[src/rtl/pipe_ctrl_if.sv]
// Stall/flush/redirect bundle between the pipeline stages (master) and pipe_ctrl (slave).
// PIPE_CTRL_PERF_EN adds the performance counter outputs.
interface pipe_ctrl_if;
   logic        stallreq_if;
   logic        stallreq_id;
   logic        stallreq_ex;
   logic        stallreq_mem;
   logic        excp_valid;
   logic        eret_valid;
   logic [31:0] epc_i;
   logic [5:0]  stall;
   logic        flush;
   logic [31:0] new_pc;
   logic        new_pc_valid;
   logic        stall_timeout;
   logic        busy;
`ifdef PIPE_CTRL_PERF_EN
   logic [31:0] perf_stall_cnt;
   logic [15:0] perf_flush_cnt;
`endif

   modport master (
      output stallreq_if, stallreq_id, stallreq_ex, stallreq_mem,
      output excp_valid, eret_valid, epc_i,
      input  stall, flush, new_pc, new_pc_valid, stall_timeout, busy
`ifdef PIPE_CTRL_PERF_EN
      , input perf_stall_cnt, perf_flush_cnt
`endif
   );

   modport slave (
      input  stallreq_if, stallreq_id, stallreq_ex, stallreq_mem,
      input  excp_valid, eret_valid, epc_i,
      output stall, flush, new_pc, new_pc_valid, stall_timeout, busy
`ifdef PIPE_CTRL_PERF_EN
      , output perf_stall_cnt, perf_flush_cnt
`endif
   );
endinterface

[src/rtl/pipe_ctrl.sv]
// Pipeline controller: stall-vector merge, exception/ERET freeze+flush redirect, stall watchdog.
// Optional performance counters enabled by defining PIPE_CTRL_PERF_EN.
module pipe_ctrl #(
   parameter logic [31:0] EXC_VECTOR = 32'h0000_0020,
   parameter int unsigned TIMEOUT    = 1024
) (
   input logic         clk,
   input logic         rst,
   pipe_ctrl_if.slave  bus
);

   typedef enum logic [1:0] {RUN, FREEZE, FLUSH} state_e;

   localparam logic [15:0] TIMEOUT_W = 16'(TIMEOUT);

   state_e      state_q;
   logic [31:0] target_q;
   logic [31:0] new_pc_q;
   logic        flush_q;
   logic        new_pc_valid_q;
   logic        busy_q;
   logic [15:0] wd_cnt_q, wd_cnt_d;
   logic        timeout_q;
   logic [5:0]  stall_run;
   logic [5:0]  stall_c;
   logic        redirect;

   always_comb begin
      stall_run = '0;
      if (bus.stallreq_mem)     stall_run = 6'b011111;
      else if (bus.stallreq_ex) stall_run = 6'b001111;
      else if (bus.stallreq_id) stall_run = 6'b000111;
      else if (bus.stallreq_if) stall_run = 6'b000011;
   end

   always_comb begin
      stall_c = '0;
      case (state_q)
         RUN:     stall_c = stall_run;
         FREEZE:  stall_c = '1;
         default: stall_c = '0;
      endcase
   end

   // A memory stall holds off the redirect so the faulting instruction's bus access completes.
   assign redirect = (state_q == RUN) & (bus.excp_valid | bus.eret_valid) & ~bus.stallreq_mem;

   always_ff @(posedge clk) begin
      if (rst) begin
         state_q        <= RUN;
         target_q       <= '0;
         new_pc_q       <= '0;
         flush_q        <= 1'b0;
         new_pc_valid_q <= 1'b0;
         busy_q         <= 1'b0;
      end else begin
         case (state_q)
            RUN: begin
               if (redirect) begin
                  target_q <= bus.excp_valid ? EXC_VECTOR : bus.epc_i;
                  state_q  <= FREEZE;
                  busy_q   <= 1'b1;
               end
            end
            FREEZE: begin
               state_q        <= FLUSH;
               flush_q        <= 1'b1;
               new_pc_valid_q <= 1'b1;
               new_pc_q       <= target_q;
            end
            default: begin
               state_q        <= RUN;
               flush_q        <= 1'b0;
               new_pc_valid_q <= 1'b0;
               busy_q         <= 1'b0;
            end
         endcase
      end
   end

   // Counts only RUN stalls; FREEZE holds the count, FLUSH (stall = 0) clears it.
   always_comb begin
      wd_cnt_d = wd_cnt_q;
      if (!stall_c[0])
         wd_cnt_d = '0;
      else if (state_q == RUN && wd_cnt_q != TIMEOUT_W)
         wd_cnt_d = wd_cnt_q + 16'd1;
   end

   always_ff @(posedge clk) begin
      if (rst) begin
         wd_cnt_q  <= '0;
         timeout_q <= 1'b0;
      end else begin
         wd_cnt_q  <= wd_cnt_d;
         timeout_q <= timeout_q | (wd_cnt_d == TIMEOUT_W);
      end
   end

   assign bus.stall         = stall_c;
   assign bus.flush         = flush_q;
   assign bus.new_pc        = new_pc_q;
   assign bus.new_pc_valid  = new_pc_valid_q;
   assign bus.stall_timeout = timeout_q;
   assign bus.busy          = busy_q;

`ifdef PIPE_CTRL_PERF_EN
   logic [31:0] perf_stall_q;
   logic [15:0] perf_flush_q;

   always_ff @(posedge clk) begin
      if (rst) begin
         perf_stall_q <= '0;
         perf_flush_q <= '0;
      end else begin
         if (state_q == RUN && stall_c != '0) perf_stall_q <= perf_stall_q + 32'd1;
         if (state_q == FLUSH)                perf_flush_q <= perf_flush_q + 16'd1;
      end
   end

   assign bus.perf_stall_cnt = perf_stall_q;
   assign bus.perf_flush_cnt = perf_flush_q;
`endif

endmodule

[src/flat_wrapper.sv]
// flat-port wrapper written by rule: the top's interface ports become plain ports
module pipe_ctrl_flat 
#(
   parameter logic [31:0] EXC_VECTOR = 32'h0000_0020,
   parameter int unsigned TIMEOUT    = 1024
)
  (clk, rst, bus_stallreq_if, bus_stallreq_id, bus_stallreq_ex, bus_stallreq_mem, bus_excp_valid, bus_eret_valid, bus_epc_i, bus_stall, bus_flush, bus_new_pc, bus_new_pc_valid, bus_stall_timeout, bus_busy);
  pipe_ctrl_if bus_i ();
  input logic clk;
  input logic rst;
  input wire logic [$bits(bus_i.stallreq_if)-1:0] bus_stallreq_if;
  input wire logic [$bits(bus_i.stallreq_id)-1:0] bus_stallreq_id;
  input wire logic [$bits(bus_i.stallreq_ex)-1:0] bus_stallreq_ex;
  input wire logic [$bits(bus_i.stallreq_mem)-1:0] bus_stallreq_mem;
  input wire logic [$bits(bus_i.excp_valid)-1:0] bus_excp_valid;
  input wire logic [$bits(bus_i.eret_valid)-1:0] bus_eret_valid;
  input wire logic [$bits(bus_i.epc_i)-1:0] bus_epc_i;
  output wire logic [$bits(bus_i.stall)-1:0] bus_stall;
  output wire logic [$bits(bus_i.flush)-1:0] bus_flush;
  output wire logic [$bits(bus_i.new_pc)-1:0] bus_new_pc;
  output wire logic [$bits(bus_i.new_pc_valid)-1:0] bus_new_pc_valid;
  output wire logic [$bits(bus_i.stall_timeout)-1:0] bus_stall_timeout;
  output wire logic [$bits(bus_i.busy)-1:0] bus_busy;
  assign bus_i.stallreq_if = bus_stallreq_if;
  assign bus_i.stallreq_id = bus_stallreq_id;
  assign bus_i.stallreq_ex = bus_stallreq_ex;
  assign bus_i.stallreq_mem = bus_stallreq_mem;
  assign bus_i.excp_valid = bus_excp_valid;
  assign bus_i.eret_valid = bus_eret_valid;
  assign bus_i.epc_i = bus_epc_i;
  assign bus_stall = bus_i.stall;
  assign bus_flush = bus_i.flush;
  assign bus_new_pc = bus_i.new_pc;
  assign bus_new_pc_valid = bus_i.new_pc_valid;
  assign bus_stall_timeout = bus_i.stall_timeout;
  assign bus_busy = bus_i.busy;
  pipe_ctrl #(.EXC_VECTOR(EXC_VECTOR), .TIMEOUT(TIMEOUT)) u_core (.clk(clk), .rst(rst), .bus(bus_i));
endmodule
[config.mk]
export PLATFORM = sky130hd
export DESIGN_NAME = pipe_ctrl_flat
export DESIGN_NICKNAME = d
export VERILOG_FILES = /design/src/rtl/pipe_ctrl_if.sv /design/src/rtl/pipe_ctrl.sv /design/src/flat_wrapper.sv
export SDC_FILE = /design/constraint.sdc
export NUM_CORES = 1
export LEC_CHECK = 0
export ABC_AREA = 0
export BUFFER_PORTS_ARGS = -buffer_cell sky130_fd_sc_hd__buf_2
export CAP_MARGIN = 5
export CORE_UTILIZATION = 30
export CTS_CLUSTER_SIZE = 24
export DETAILED_ROUTE_END_ITERATION = 6
export REMOVE_ABC_BUFFERS = 1
export SLEW_MARGIN = 20
export SYNTH_ARGS = -nofsm -noshare
export SYNTH_HDL_FRONTEND = slang
export SYNTH_SLANG_ARGS = --single-unit
[constraint.sdc]
create_clock -name clk -period 2.73 [get_ports clk]
set_clock_uncertainty 0.05 [all_clocks]
set_input_delay 0.4095 -clock clk [delete_from_list [all_inputs] [get_ports clk]]
set_output_delay 0.4095 -clock clk [all_outputs]
set_load 0.1 [all_outputs]
==> impl_metrics.toml, run 1 <==
[outcome]
outcome = "completed"

[routing]
drtPass1Iterations = 4
routed_wl_um = 8044
ant_nets = 0
wl_per_cell_um = 13.68
viasPerCell = 4.806
route.detailed.drc = 0
num_vias = 2826
first_iter_violations = 117

[clocking]
cts.path.max_buffers = 2
clk_pin_slew_ps = 60
cts_root_buf = "clkbuf_16"
post-cts-setup-buffer-count = 0
clock_latency_ps = 330
cts_tree = "built"
cts_made_buffers = 9
cts_resized = 0
clkSinkCount = 85
h-tree-depth = 3
cts_hold_buf = 0

[worst_setup_path]
start_kind = "flip-flop"
worstPathMaxFanout = 11
cp.arrival_ps = 1830
crit_slowest_cell = "dfxtp_1"
critPathCaptureType = "output port"
reg2reg_setup_slack_ps = 520
r2r_cells = 7
max_stage_delay_ps = 580
startpoint = "u_core.state_q[0]$_SDFFE_PP0N_"
path_cells = "nor4_4 -> a21o_2 -> inv_2 -> buf_2"
criticalPathCategory = "flip-flop to output port"
cp.required_ps = 2270
regToRegStartpoint = "u_core.wd_cnt_q[1]$_SDFF_PP0_"

[timing]
slew_headroom_pct = 65.79
setup_tns_ps = 0
final-setup-viol-count = 0
fmax_ghz = 0.4374
final_hold_viol_count = 0
period_minus_slack_ps = 2286
drv_slew = 0
rsz0062_at_grt = "false"
worstMarginPinSlew_ps = 516.6
finalCritPeriodShare_pct = 83.74

[floorplanning]
start_util_pct = 31.23
fp-row-count = 38
core-area_mm2 = 0.01098
die_h_um = 108.9
io_pins = 82
die_x_um = 108.9
dieArea_mm2 = 0.01186

[yosys]
synth-seq-cells = 85
synth_cell_types = 50
synth_common_cells = "dfxtp_1, nand2_1, nor2_1"
async_flop_share_pct = 0
syn_area_per_cell_um2 = 9.145
synth-seq-area-share_pct = 49.62
synth_edf_count = 0
synth_warnings = 0
synth_top_area_cell = "dfxtp_1"
synth_top_area_share_pct = 49.62
synthTopCellsByArea = "dfxtp_1, a22o_1, nand2_1"
syn_inst = 375
synthFlopType = "dfxtp_1"
syn_area_mm2 = 0.003430
synth.most_common_cell = "dfxtp_1"

[layout]
nNetsFinal = 485
area_growth_pct = 23.09
diodes = 0
drive_gt1_share_pct = 25.89
layout.cells.non_filler = 588

[place]
gp_congestion = 0.9124
portBuffers = 81
placedCellCount = 572
dp_hpwl_um = 5442

[min_path]
worstHoldStart = "bus_epc_i[30]"
min_path_cells = 2
hp-class = "primary input to flip-flop"

[pwr]
vdd_drop_max_mv = 0.4185
p_leak_nw = 1.712
power.density_mw_per_mm2 = 674.8

[grt]
grt_pass1_wl_um = 13540
overflow = 0
grt_usage_pct = 14.87
grt_start_max_net_pins = 36
grt_pass1_vias = 2799
antenna_found_initial = 0

[flow_run]
maxCapViolations = 0
flip-flops by register name, indices dropped and copies added (netlist names):
signal and flops:
u_core.bus.new_pc 32, u_core.wd_cnt_q 16, u_core.bus.stall_timeout 1, u_core.bus.busy 1, u_core.state_q 2, u_core.target_q 32, u_core.bus.flush 1
cells in the final DEF (no fill, tap or decap), types with 3 or more instances in the layout:
| cell | instances |
|---|---|
| nor4_1 | 3 |
| nor4_4 | 3 |
| and2_1 | 3 |
| buf_2 | 80 |
| nand3_1 | 7 |
| buf_4 | 7 |
| a21oi_1 | 32 |
| nand4_1 | 6 |
| nand2_1 | 67 |
| xnor2_1 | 14 |
| a22o_1 | 30 |
| dfxtp_1 | 85 |
| inv_1 | 6 |
| nand2b_1 | 4 |
| mux2i_1 | 3 |
| xor2_1 | 4 |
| clkbuf_16 | 9 |
| nor3_1 | 8 |
| nor2_1 | 32 |
cell type report:
class	count	area, um2
Sequential cell	85	1702
Clock inverter	5	58.81
Clock buffer	11	242.7
Timing Repair Buffer	88	473.0
Fill cell	1087	6761
Inverter	8	30.03
Multi-Input combinational cell	251	1540
Tap cell	140	175.2
worst paths after layout:
path	endpoint
worst min register to register	u_core.bus.new_pc[14]$_SDFFE_PP0P_
worst max register to register	u_core.bus.stall_timeout$_SDFF_PP0_
worst max-delay path	bus_stall[1]
worst min-delay path	u_core.target_q[30]$_SDFFE_PP0P_
critical path: cells and delay by family (launching register included):
family / cells / cell delay (ps)
AO/OA/AOI/OAI: 1 / 270
buffers and inverters: 2 / 530
flip-flops: 1 / 580
AND/OR/NAND/NOR: 1 / 100
stage by stage:
stage          setup slack, ps  power [mW]  cell area (um2)  hold WS (ps)  util, %
4_1_cts                  426.4       2.889             4222         220.7    38.44
5_1_grt                  321.2       2.965             4222         229.0    38.44
2_1_floorplan            169.5       1.537             3267         375.1        -
3_5_place_dp             564.0       1.642             3920         394.8    35.69
3_3_place_gp             608.5       1.640             3920         389.6    35.69
6_report                 444.0       2.849             4222         235.0    38.44
power by group:
part / switching [mW] / total (mW) / internal, mW
logic: 0.218 / 0.312 / 0.0944
clock network: 0.499 / 1.23 / 0.736
registers: 0.0286 / 1.30 / 1.27
total: 0.745 / 2.85 / 2.10
per-layer routing:
layer / GRT usage [%] / wire length [um]
met1: 17.67 / 3607
met2: 23.32 / 3689
met3: 5.918 / 632
met4: 7.046 / 115
met5: 0 / 0
cells by family (layout without fill, tap and decap cells):
kind of cell               count (synthesis)  count (layout)  synth area share (%)
AOI/OAI and AO/OA                         76              76                 15.58
and+or+nand+nor                          150             150                 22.36
adders and majority gates                  3               3                 1.021
DFF                                       85              85                 49.62
buffers and inverters                     39             112                 5.618
xor gates and xnor gates                  18              18                 4.597
muxes                                      4               4                 1.204
Power figures use the tool's default switching activity.
==> run 2, diff against run 1 <==
--- a/config.mk
+++ b/config.mk
@@ -5,7 +5,7 @@
 export SDC_FILE = /design/constraint.sdc
 export NUM_CORES = 1
 export LEC_CHECK = 0
-export ABC_AREA = 0
+export ABC_AREA = 1
 export BUFFER_PORTS_ARGS = -buffer_cell sky130_fd_sc_hd__buf_2
 export CAP_MARGIN = 5
 export CORE_UTILIZATION = 30
==> constraint.sdc (replaced) <==
create_clock -name clk -period 2.1 [get_ports clk]
set_clock_uncertainty 0.05 [all_clocks]
set_input_delay 0.315 -clock clk [delete_from_list [all_inputs] [get_ports clk]]
set_output_delay 0.315 -clock clk [all_outputs]
set_load 0.1 [all_outputs]
==> run 2 against run 1 <==
  * Sequential power is 34% higher
  * Critical endpoint is now bus_stall[0]
  * Largest cell class is now multi-input combinational cells
  * Synthesized cell count grew 41%
  * Sequential share of layout area down 3.8 points
==> impl_metrics.toml, run 2 <==
[floorplanning]
start_util_pct = 30.96
io_pins = 82
die_h_um = 113.6
dieArea_mm2 = 0.01290
core-area_mm2 = 0.01206
die_x_um = 113.6
fp-row-count = 40

[yosys]
synth-seq-area-share_pct = 45.56
synth_cell_types = 31
synth_top_area_share_pct = 45.56
async_flop_share_pct = 0
syn_area_mm2 = 0.003735
synthTopCellsByArea = "dfxtp_1, nand2_1, nor2_1"
syn_area_per_cell_um2 = 7.087
synth_top_area_cell = "dfxtp_1"
synth_common_cells = "nand2_1, nor2_1, dfxtp_1"
synthFlopType = "dfxtp_1"
synth-seq-cells = 85
synth_edf_count = 0
synth.most_common_cell = "nand2_1"
syn_inst = 527
synth_warnings = 0

[place]
placedCellCount = 754
place_area_mm2 = 0.004322
portBuffers = 81
dp_hpwl_um = 6307
pre_cts_ws_ps = 120.8
gp_congestion = 0.8856

[grt]
overflow = 0
grt_start_max_net_pins = 63
grt_usage_pct = 15.39
antenna_found_initial = 0
grt_pass1_vias = 3375
grt_pass1_wl_um = 15770

[clocking]
clk_pin_slew_ps = 60
cts.path.max_buffers = 2
cts_made_buffers = 9
clkSinkCount = 85
h-tree-depth = 3
cts_root_buf = "clkbuf_16"
cts_tree = "built"
clock_latency_ps = 330

[timing]
final_hold_viol_count = 0
worstMarginPinSlew_ps = 677.6
finalCritPeriodShare_pct = 93.73
drv_slew = 0
fmax_ghz = 0.5080
period_minus_slack_ps = 1968
final-setup-viol-count = 0
layout_setup_ws_ps = 131.6
slew_headroom_pct = 54.72
setup_tns_ps = 0

[worst_setup_path]
start_kind = "flip-flop"
crit_family = "simple AND/OR/NAND/NOR gates"
criticalPathCategory = "flip-flop to output port"
path_cells = "inv_1 -> nor2_4 -> inv_2 -> nand2_2 -> buf_12"
cp.arrival_ps = 1600
max_stage_delay_ps = 410
critPathCaptureType = "output port"
worstPathMaxFanout = 17
crit_slowest_cell = "dfxtp_1"
cp.required_ps = 1740
crit_buf_inv = 3

[layout]
multiInputGateArea_mm2 = 0.001826
diodes = 0
drive_gt1_share_pct = 23.60
regArea_mm2 = 0.001703
layout.cells.non_filler = 774
nNetsFinal = 643
area_growth_pct = 25.03
design_area_mm2 = 0.004669
fillers = 1236
final_common_cell = "nand2_1"
layout_common_cells = "nand2_1, nor2_1, dfxtp_1"
final_core_util_pct = 38.71

[pwr]
power.density_mw_per_mm2 = 865.7
p_leak_nw = 2.250
vdd_drop_max_mv = 0.5335

[routing]
viasPerCell = 4.587
num_vias = 3550
ant_nets = 0
routed_wl_um = 9534
first_iter_violations = 149
drtPass1Iterations = 5
wl_per_cell_um = 12.32
route.detailed.drc = 0

[outcome]
outcome = "completed"

[min_path]
hp-class = "primary input to flip-flop"

[flow_run]
maxCapViolations = 0
run 2: cell type report:
type | instances | share of cell area (%)
multi-input cells | 382 | 39.09
flip-flops and latches | 85 | 36.47
repair buffers | 90 | 11.36
clock buffers | 9 | 4.823
well taps | 168 | 4.502
inverters | 33 | 2.653
clock inverters | 7 | 1.099
run 2: cells by family (layout without fill, tap and decap cells):
kind of cell             Yosys count  in the layout  share of synthesized area [%]
AND/OR/NAND/NOR                  329            331                          39.26
flip-flops                        85             85                          45.56
buffers and inverters             62            139                          7.169
AO/OA/AOI/OAI                     44             44                          6.164
XOR/XNOR                           5              5                          1.173
adder cells (fa/ha/maj)            2              2                         0.6699
run 2: power by group:
group	total, mW	switching (mW)	internal (mW)
Sequential	1.74	0.0491	1.69
Combinational	0.828	0.655	0.173
Clock	1.47	0.668	0.805
Total	4.04	1.37	2.67
run 2: repair_timing:
item | in CTS | in global routing
hold buffers | 0 | 0
setup buffers | 0 | 2
endpoints found under the setup margin | 0 | 1
gates resized for setup | 0 | 8
run 2: path summary, 6_finish.rpt:
check	start	endpoint	slack, ps	cells past startpoint
min	bus_epc_i[18]	u_core.target_q[18]$_SDFFE_PP0P_	150	3
max	u_core.state_q[0]$_SDFFE_PP0N_	bus_stall[0]	130	5
max reg2reg	u_core.wd_cnt_q[1]$_SDFF_PP0_	u_core.bus.stall_timeout$_SDFF_PP0_	150	14
min reg2reg	u_core.target_q[31]$_SDFFE_PP0P_	u_core.bus.new_pc[31]$_SDFFE_PP0P_	400	2
run 2: metal layers:
| metal | track usage [%] | part of all wire [%] |
|---|---|---|
| met1 | 19.25 | 48 |
| met2 | 25.45 | 45 |
| met3 | 3.613 | 5.2 |
| met4 | 6.316 | 1.1 |
| met5 | 0 | 0 |
run 2: worst register-to-register path: stages, from the launching register on:
cell and delay (ps):
dfxtp_1 340, inv_1 80, ha_1 170, nand3_2 100, nor2_4 230, nand2_8 110
buf_4 160, nand3b_1 70, nand3_1 110, nand3_1 140, nor2_1 60, nand2_1 60
nor2_1 40, nor2_1 80, nor2_1 40
run 2: stage by stage:
stage | total power [mW] | hold slack, ps
3_3_place_gp | 2.586 | 396.1
4_1_cts | 4.081 | 137.8
2_1_floorplan | 2.377 | 334.1
5_1_grt | 4.216 | 141.5
6_report | 4.043 | 150.5
3_5_place_dp | 2.592 | 399.2
